**config.mk**
```make
export PLATFORM = sky130hd
export DESIGN_NAME = cascade_sequencer_flat
export DESIGN_NICKNAME = d
export VERILOG_FILES = /design/src/rtl/cascade_sequencer_if.sv /design/src/rtl/cascade_sequencer.sv /design/src/flat_wrapper.sv
export SDC_FILE = /design/constraint.sdc
export NUM_CORES = 1
export LEC_CHECK = 0
export ABC_AREA = 1
export CAP_MARGIN = 0
export CELL_PAD_IN_SITES_DETAIL_PLACEMENT = 0
export CELL_PAD_IN_SITES_GLOBAL_PLACEMENT = 1
export CORE_MARGIN = 2
export CORE_UTILIZATION = 37
export DETAILED_ROUTE_END_ITERATION = 16
export HOLD_SLACK_MARGIN = 0.02
export PLACE_DENSITY_LB_ADDON = 0.3
export SYNTH_ARGS = -nofsm -noshare
export SYNTH_HDL_FRONTEND = slang
export SYNTH_SLANG_ARGS = --single-unit
```
**constraint.sdc**
```tcl
create_clock -name clk -period 3.9 [get_ports clk]
set_clock_uncertainty 0.2 [all_clocks]
set_input_delay 0.585 -clock clk [delete_from_list [all_inputs] [get_ports clk]]
set_output_delay 0.585 -clock clk [all_outputs]
set_load 0.005 [all_outputs]
```
**src/rtl/cascade_sequencer_if.sv**
```systemverilog
// rtl/cascade_sequencer_if.sv - window handshake, stage ROM, feature evaluator and result bus
interface cascade_sequencer_if #(
    parameter int STAGE_AW = 5,
    parameter int FEAT_AW  = 12,
    parameter int CNT_W    = 8,
    parameter int SUM_W    = 16
);
    logic                win_valid;
    logic                request_new_data;
    logic [STAGE_AW-1:0] stage_idx;
    logic [CNT_W-1:0]    stage_count;
    logic [SUM_W-1:0]    stage_thresh;
    logic [FEAT_AW-1:0]  feat_addr;
    logic                feat_start;
    logic                feat_done;
    logic [SUM_W-1:0]    feat_vote;
    logic                busy;
    logic                result_valid;
    logic                face_status;

    modport master (
        input  win_valid, stage_count, stage_thresh, feat_done, feat_vote,
        output request_new_data, stage_idx, feat_addr, feat_start,
               busy, result_valid, face_status
    );

    modport slave (
        output win_valid, stage_count, stage_thresh, feat_done, feat_vote,
        input  request_new_data, stage_idx, feat_addr, feat_start,
               busy, result_valid, face_status
    );
endinterface

```
**src/rtl/cascade_sequencer.sv**
```systemverilog
// rtl/cascade_sequencer.sv - Haar-cascade stage/feature sequencer for one integral-image window
// Walks the stage table, accumulates saturating signed votes, stops at the first failing stage.
module cascade_sequencer #(
    parameter int NUM_STAGES = 25,
    parameter int STAGE_AW   = 5,
    parameter int FEAT_AW    = 12,
    parameter int CNT_W      = 8,
    parameter int SUM_W      = 16
) (
    input  logic clk,
    input  logic rst,
    input  logic en,
    cascade_sequencer_if.master bus
);
    typedef enum logic [2:0] {
        IDLE,
        STAGE_LOAD,
        FEAT_ISSUE,
        FEAT_WAIT,
        STAGE_EVAL,
        DONE
    } state_t;

    localparam logic [STAGE_AW-1:0]    LAST_STAGE = STAGE_AW'(NUM_STAGES - 1);
    localparam logic [STAGE_AW-1:0]    STAGE_ONE  = STAGE_AW'(1);
    localparam logic [FEAT_AW-1:0]     FEAT_ONE   = FEAT_AW'(1);
    localparam logic [CNT_W-1:0]       CNT_ONE    = CNT_W'(1);
    localparam logic signed [SUM_W-1:0] SUM_MAX   = {1'b0, {(SUM_W-1){1'b1}}};
    localparam logic signed [SUM_W-1:0] SUM_MIN   = {1'b1, {(SUM_W-1){1'b0}}};

    state_t                  state, state_n;
    logic [CNT_W-1:0]        feat_cnt, count_q;
    logic signed [SUM_W-1:0] acc, thresh_q, pend_vote, vote_eff, acc_sat;
    logic signed [SUM_W:0]   sum_wide;
    logic                    pend_valid, done_eff, accept, last_feat, reject, last_stage;

    always_comb begin
        state_n    = state;
        accept     = 1'b0;
        // a vote parked during a stall takes precedence over the live bus
        done_eff   = pend_valid | bus.feat_done;
        vote_eff   = pend_valid ? pend_vote : $signed(bus.feat_vote);
        last_feat  = (feat_cnt == count_q - CNT_ONE);
        reject     = (acc < thresh_q);
        last_stage = (bus.stage_idx == LAST_STAGE);
        sum_wide   = {acc[SUM_W-1], acc} + {vote_eff[SUM_W-1], vote_eff};
        if (sum_wide[SUM_W] != sum_wide[SUM_W-1]) begin
            acc_sat = sum_wide[SUM_W] ? SUM_MIN : SUM_MAX;
        end else begin
            acc_sat = sum_wide[SUM_W-1:0];
        end

        if (en) begin
            case (state)
                IDLE: begin
                    if (bus.win_valid && bus.request_new_data) begin
                        accept  = 1'b1;
                        state_n = STAGE_LOAD;
                    end
                end
                STAGE_LOAD: state_n = (bus.stage_count == '0) ? STAGE_EVAL : FEAT_ISSUE;
                FEAT_ISSUE: state_n = FEAT_WAIT;
                FEAT_WAIT: begin
                    if (done_eff) begin
                        state_n = last_feat ? STAGE_EVAL : FEAT_ISSUE;
                    end
                end
                STAGE_EVAL: state_n = (reject || last_stage) ? DONE : STAGE_LOAD;
                DONE:       state_n = IDLE;
                default:    state_n = IDLE;
            endcase
        end
    end

    always_ff @(posedge clk or negedge rst) begin
        if (!rst) begin
            state                <= IDLE;
            bus.request_new_data <= 1'b0;
            bus.busy             <= 1'b0;
            bus.feat_start       <= 1'b0;
            bus.result_valid     <= 1'b0;
            bus.face_status      <= 1'b0;
            bus.stage_idx        <= '0;
            bus.feat_addr        <= '0;
            feat_cnt             <= '0;
            count_q              <= '0;
            thresh_q             <= '0;
            acc                  <= '0;
            pend_valid           <= 1'b0;
            pend_vote            <= '0;
        end else begin
            state                <= state_n;
            bus.request_new_data <= en && (state_n == IDLE);
            bus.busy             <= (state_n != IDLE);
            bus.feat_start       <= en && (state_n == FEAT_ISSUE);
            bus.result_valid     <= en && (state_n == DONE);

            if (!en && state == FEAT_WAIT && bus.feat_done && !pend_valid) begin
                pend_valid <= 1'b1;
                pend_vote  <= $signed(bus.feat_vote);
            end

            if (en) begin
                case (state)
                    IDLE: begin
                        if (accept) begin
                            bus.stage_idx <= '0;
                            bus.feat_addr <= '0;
                            feat_cnt      <= '0;
                            acc           <= '0;
                            pend_valid    <= 1'b0;
                        end
                    end
                    STAGE_LOAD: begin
                        count_q  <= bus.stage_count;
                        thresh_q <= $signed(bus.stage_thresh);
                        acc      <= '0;
                        feat_cnt <= '0;
                    end
                    FEAT_WAIT: begin
                        if (done_eff) begin
                            acc           <= acc_sat;
                            bus.feat_addr <= bus.feat_addr + FEAT_ONE;
                            pend_valid    <= 1'b0;
                            if (!last_feat) begin
                                feat_cnt <= feat_cnt + CNT_ONE;
                            end
                        end
                    end
                    STAGE_EVAL: begin
                        if (reject) begin
                            bus.face_status <= 1'b0;
                        end else if (last_stage) begin
                            bus.face_status <= 1'b1;
                        end else begin
                            bus.stage_idx <= bus.stage_idx + STAGE_ONE;
                        end
                    end
                    default: ;
                endcase
            end
        end
    end
endmodule

```
**src/flat_wrapper.sv**
```systemverilog
// flat-port wrapper written by rule: the top's interface ports become plain ports
module cascade_sequencer_flat 
#(
    parameter int NUM_STAGES = 25,
    parameter int STAGE_AW   = 5,
    parameter int FEAT_AW    = 12,
    parameter int CNT_W      = 8,
    parameter int SUM_W      = 16
)
  (clk, rst, en, bus_win_valid, bus_stage_count, bus_stage_thresh, bus_feat_done, bus_feat_vote, bus_request_new_data, bus_stage_idx, bus_feat_addr, bus_feat_start, bus_busy, bus_result_valid, bus_face_status);
  cascade_sequencer_if #(.STAGE_AW(STAGE_AW), .FEAT_AW(FEAT_AW), .CNT_W(CNT_W), .SUM_W(SUM_W)) bus_i ();
  input  logic clk;
  input  logic rst;
  input  logic en;
  input wire logic [$bits(bus_i.win_valid)-1:0] bus_win_valid;
  input wire logic [$bits(bus_i.stage_count)-1:0] bus_stage_count;
  input wire logic [$bits(bus_i.stage_thresh)-1:0] bus_stage_thresh;
  input wire logic [$bits(bus_i.feat_done)-1:0] bus_feat_done;
  input wire logic [$bits(bus_i.feat_vote)-1:0] bus_feat_vote;
  output wire logic [$bits(bus_i.request_new_data)-1:0] bus_request_new_data;
  output wire logic [$bits(bus_i.stage_idx)-1:0] bus_stage_idx;
  output wire logic [$bits(bus_i.feat_addr)-1:0] bus_feat_addr;
  output wire logic [$bits(bus_i.feat_start)-1:0] bus_feat_start;
  output wire logic [$bits(bus_i.busy)-1:0] bus_busy;
  output wire logic [$bits(bus_i.result_valid)-1:0] bus_result_valid;
  output wire logic [$bits(bus_i.face_status)-1:0] bus_face_status;
  assign bus_i.win_valid = bus_win_valid;
  assign bus_i.stage_count = bus_stage_count;
  assign bus_i.stage_thresh = bus_stage_thresh;
  assign bus_i.feat_done = bus_feat_done;
  assign bus_i.feat_vote = bus_feat_vote;
  assign bus_request_new_data = bus_i.request_new_data;
  assign bus_stage_idx = bus_i.stage_idx;
  assign bus_feat_addr = bus_i.feat_addr;
  assign bus_feat_start = bus_i.feat_start;
  assign bus_busy = bus_i.busy;
  assign bus_result_valid = bus_i.result_valid;
  assign bus_face_status = bus_i.face_status;
  cascade_sequencer #(.NUM_STAGES(NUM_STAGES), .STAGE_AW(STAGE_AW), .FEAT_AW(FEAT_AW), .CNT_W(CNT_W), .SUM_W(SUM_W)) u_core (.clk(clk), .rst(rst), .en(en), .bus(bus_i));
endmodule
```
==> flow_metrics.env <==
export IMPL_status="finished, final reports clean"
export IMPL_drtIter0Drc=338
export IMPL_synth_cell_types=45
export IMPL_path_class="primary input to flip-flop"
export IMPL_synthCells=781
export IMPL_clk_pin_slew_ps=60
export IMPL_num_io_pins=67
export IMPL_htree_levels=3
export IMPL_syn_area_per_cell_sq_um=7.429
export IMPL_die_y_um=129.2
export IMPL_final_common_cell="nand2_1"
export IMPL_synth_xor_area_share_pct=3.623
export IMPL_post_cts_resized=0
export IMPL_area_growth_pct=19.54
export IMPL_overflow=0
export IMPL_dieArea_sq_mm=0.01670
export IMPL_antenna_found_initial=0
export IMPL_synth_edf_count=0
export IMPL_fill_cells=1515
export IMPL_fp_dieW_um=129.2
export IMPL_num_vias=5101
export IMPL_fin_crit_ps=3133
export IMPL_nets=927
export IMPL_period_share_pct=80.33
export IMPL_start_kind="primary input"
export IMPL_yosys_area_share_adder_pct=8.109
export IMPL_worstHoldPathType="primary input to asynchronous set/reset pin"
export IMPL_cts_root_buf="clkbuf_16"
export IMPL_leakage_nw=3.523
export IMPL_insertion_delay_ps=350
export IMPL_syn_num_nets=863
export IMPL_gp_congestion=0.8943
export IMPL_drc=0
export IMPL_drv_slew=0
export IMPL_hold_buffers=0
export IMPL_post_cts_setup_buffers=0
export IMPL_critPathRequiredTime_ps=3990
export IMPL_dp_hpwl_mm=11.01
export IMPL_rows=45
export IMPL_max_freq_mhz=319.2
export IMPL_r2r_slack_ps=770
export IMPL_synth_compound_area_share_pct=13.16
export IMPL_fin_ws_ps=767.0
export IMPL_seq_area_frac_synth_pct=38.82
export IMPL_initial_core_util_pct=38.02
export IMPL_final_cell_mix="nand2_1, inv_1, dfrtp_1, clkdlybuf4s50_1, o21ai_0"
export IMPL_maxCapViolCount=0
export IMPL_utilization_pct=45.45
export IMPL_clock_sinks=90
export IMPL_portBuffers=66
export IMPL_synth_area_mux_share_pct=0.1941
export IMPL_dp_slack_ps=389.6
export IMPL_grt_pass1_wl_mm=23.65
export IMPL_yosys_warnings=0
export IMPL_worst_slew_pin_slew_ps=1062
export IMPL_cp_arrival_ps=3220
export IMPL_yosysTopAreaCell="dfrtp_1"
export IMPL_drive_above_1_share_pct=5.778
export IMPL_finalHoldViolations=0
export IMPL_synth_top_family_by_area="simple AND/OR/NAND/NOR gates"
export IMPL_finalPower_mw=4.808
export IMPL_powerDensity_mw_per_mm2=693.3
export IMPL_drt_pass1_iterations=4
export IMPL_grt_start_max_net_pins=82
export IMPL_async_flop_share_pct=100.0
export IMPL_synth_area_leaders="dfrtp_1, nand2_1, ha_1"
export IMPL_ant_nets=0
export IMPL_coreArea_sq_mm=0.01526
export IMPL_ys_ff_latch=90
export IMPL_slew_limit_headroom_pct=29.17
export IMPL_synthSimpleGateAreaFrac_pct=26.98
export IMPL_cts_buffers=9
export IMPL_grt_usage_pct=18.04
export IMPL_grt_pass1_vias=4947
export IMPL_end_kind="flip-flop"
export IMPL_rsz0062_at_grt="no"
export IMPL_worst_path_max_fanout=15
export IMPL_detail_route_wl_per_cell_um=13.41
export IMPL_setup_viol=0
export IMPL_synth_top_cell_area_share_pct=38.82
export IMPL_peakVddDrop_mv=0.2542
export IMPL_cts_tree="done"
export IMPL_synthesis_area_sq_mm=0.005802
export IMPL_synth_flop_cell="dfrtp_1"
export IMPL_diodes=0
export IMPL_finalSetupTns_ps=0
export IMPL_viasPerCell=4.817
export IMPL_clockBufferDepth=2
export IMPL_wirelength_mm=14.21
[cell families (layout without fill, tap and decap cells)]
group	count (synthesis)	after routing
AOI/OAI and AO/OA	136	136
adders and majority gates	37	37
muxes	1	1
xor gates and xnor gates	24	24
DFF	90	90
buffers and inverters	135	202
and+or+nand+nor	358	358
[where the power goes]
group          internal (mW)  switching, mW  total, mW
clock network          0.441          0.374      0.815
logic                  0.945           1.49       2.43
registers               1.27          0.294       1.56
[metrics by stage]
| step | hold WS [ps] | cell area (sq um) | cells |
|---|---|---|---|
| after global routing | 304.7 | 6935 | 1059 |
| after floorplan | 89.41 | 5802 | 781 |
| after global placement | 267.3 | 6675 | 1045 |
| final | 195.2 | 6935 | 1059 |
| after CTS | 275.0 | 6935 | 1059 |
| after detailed placement | 273.2 | 6675 | 1045 |
[cell usage after synthesis, types with 4 or more instances]
master and instances:
o31ai_1 6, nand3b_1 5, xnor2_1 8, a21oi_1 48, xor2_1 16, nand3_1 46
nand2_2 5, nand2_1 212, ha_1 36, o21ai_0 63, nor2_4 4, inv_1 113
nand4_1 9, dfrtp_1 90, nor3_1 6, nor2_1 58, clkbuf_1 13
[flip-flops by register name (all words and copies together), names as in the netlist, 3 cells and up]
signal                cells
u_core.thresh_q          16
u_core.bus.stage_idx      5
u_core.count_q            8
u_core.pend_vote         16
u_core.acc               16
u_core.bus.feat_addr     12
u_core.state              3
u_core.feat_cnt           8
[final timing paths]
kind	cells after the start	from	end
max	16	bus_feat_vote[0]	u_core.acc[6]
min	1	rst	u_core.count_q[4]
max reg2reg	16	u_core.pend_valid	u_core.acc[6]
min reg2reg	2	u_core.pend_vote[11]	u_core.pend_vote[11]
max in group asynchronous	2	rst	u_core.thresh_q[7]
min in group clk	2	u_core.pend_vote[11]	u_core.pend_vote[11]
[per-layer routing]
metal | track usage [%] | wire [um] | vias to the layer above
met5 | 0 | 0 | -
li1 | - | - | 2636
met4 | 9.015 | 433 | 0
met3 | 2.519 | 355 | 22
met2 | 30.37 | 6873 | 69
met1 | 22.74 | 6544 | 2374
[area by class of cell]
class	count	area [sq um]	share of cell area (%)
repair buffers	72	703.2	10.14
clock inverters	3	17.52	0.2526
clock buffers	11	242.7	3.500
flip-flops and latches	90	2252	32.47
inverters	116	435.4	6.278
well taps	211	264.0	3.807
multi-input cells	556	3020	43.55
[critical path, cell delays in order]
cell and delay (ps):
clkdlybuf4s50_1 400, inv_1 70, o21ai_0 130, ha_1 240, fa_1 400, nand3_1 100, nand3_2 90, a21oi_2 240
o21ai_4 90, nand2_2 80, nand3_1 70, nand2_2 110, inv_2 60, a21oi_4 350, nand2_1 120, nand2_1 80
Power figures use the tool's default switching activity.
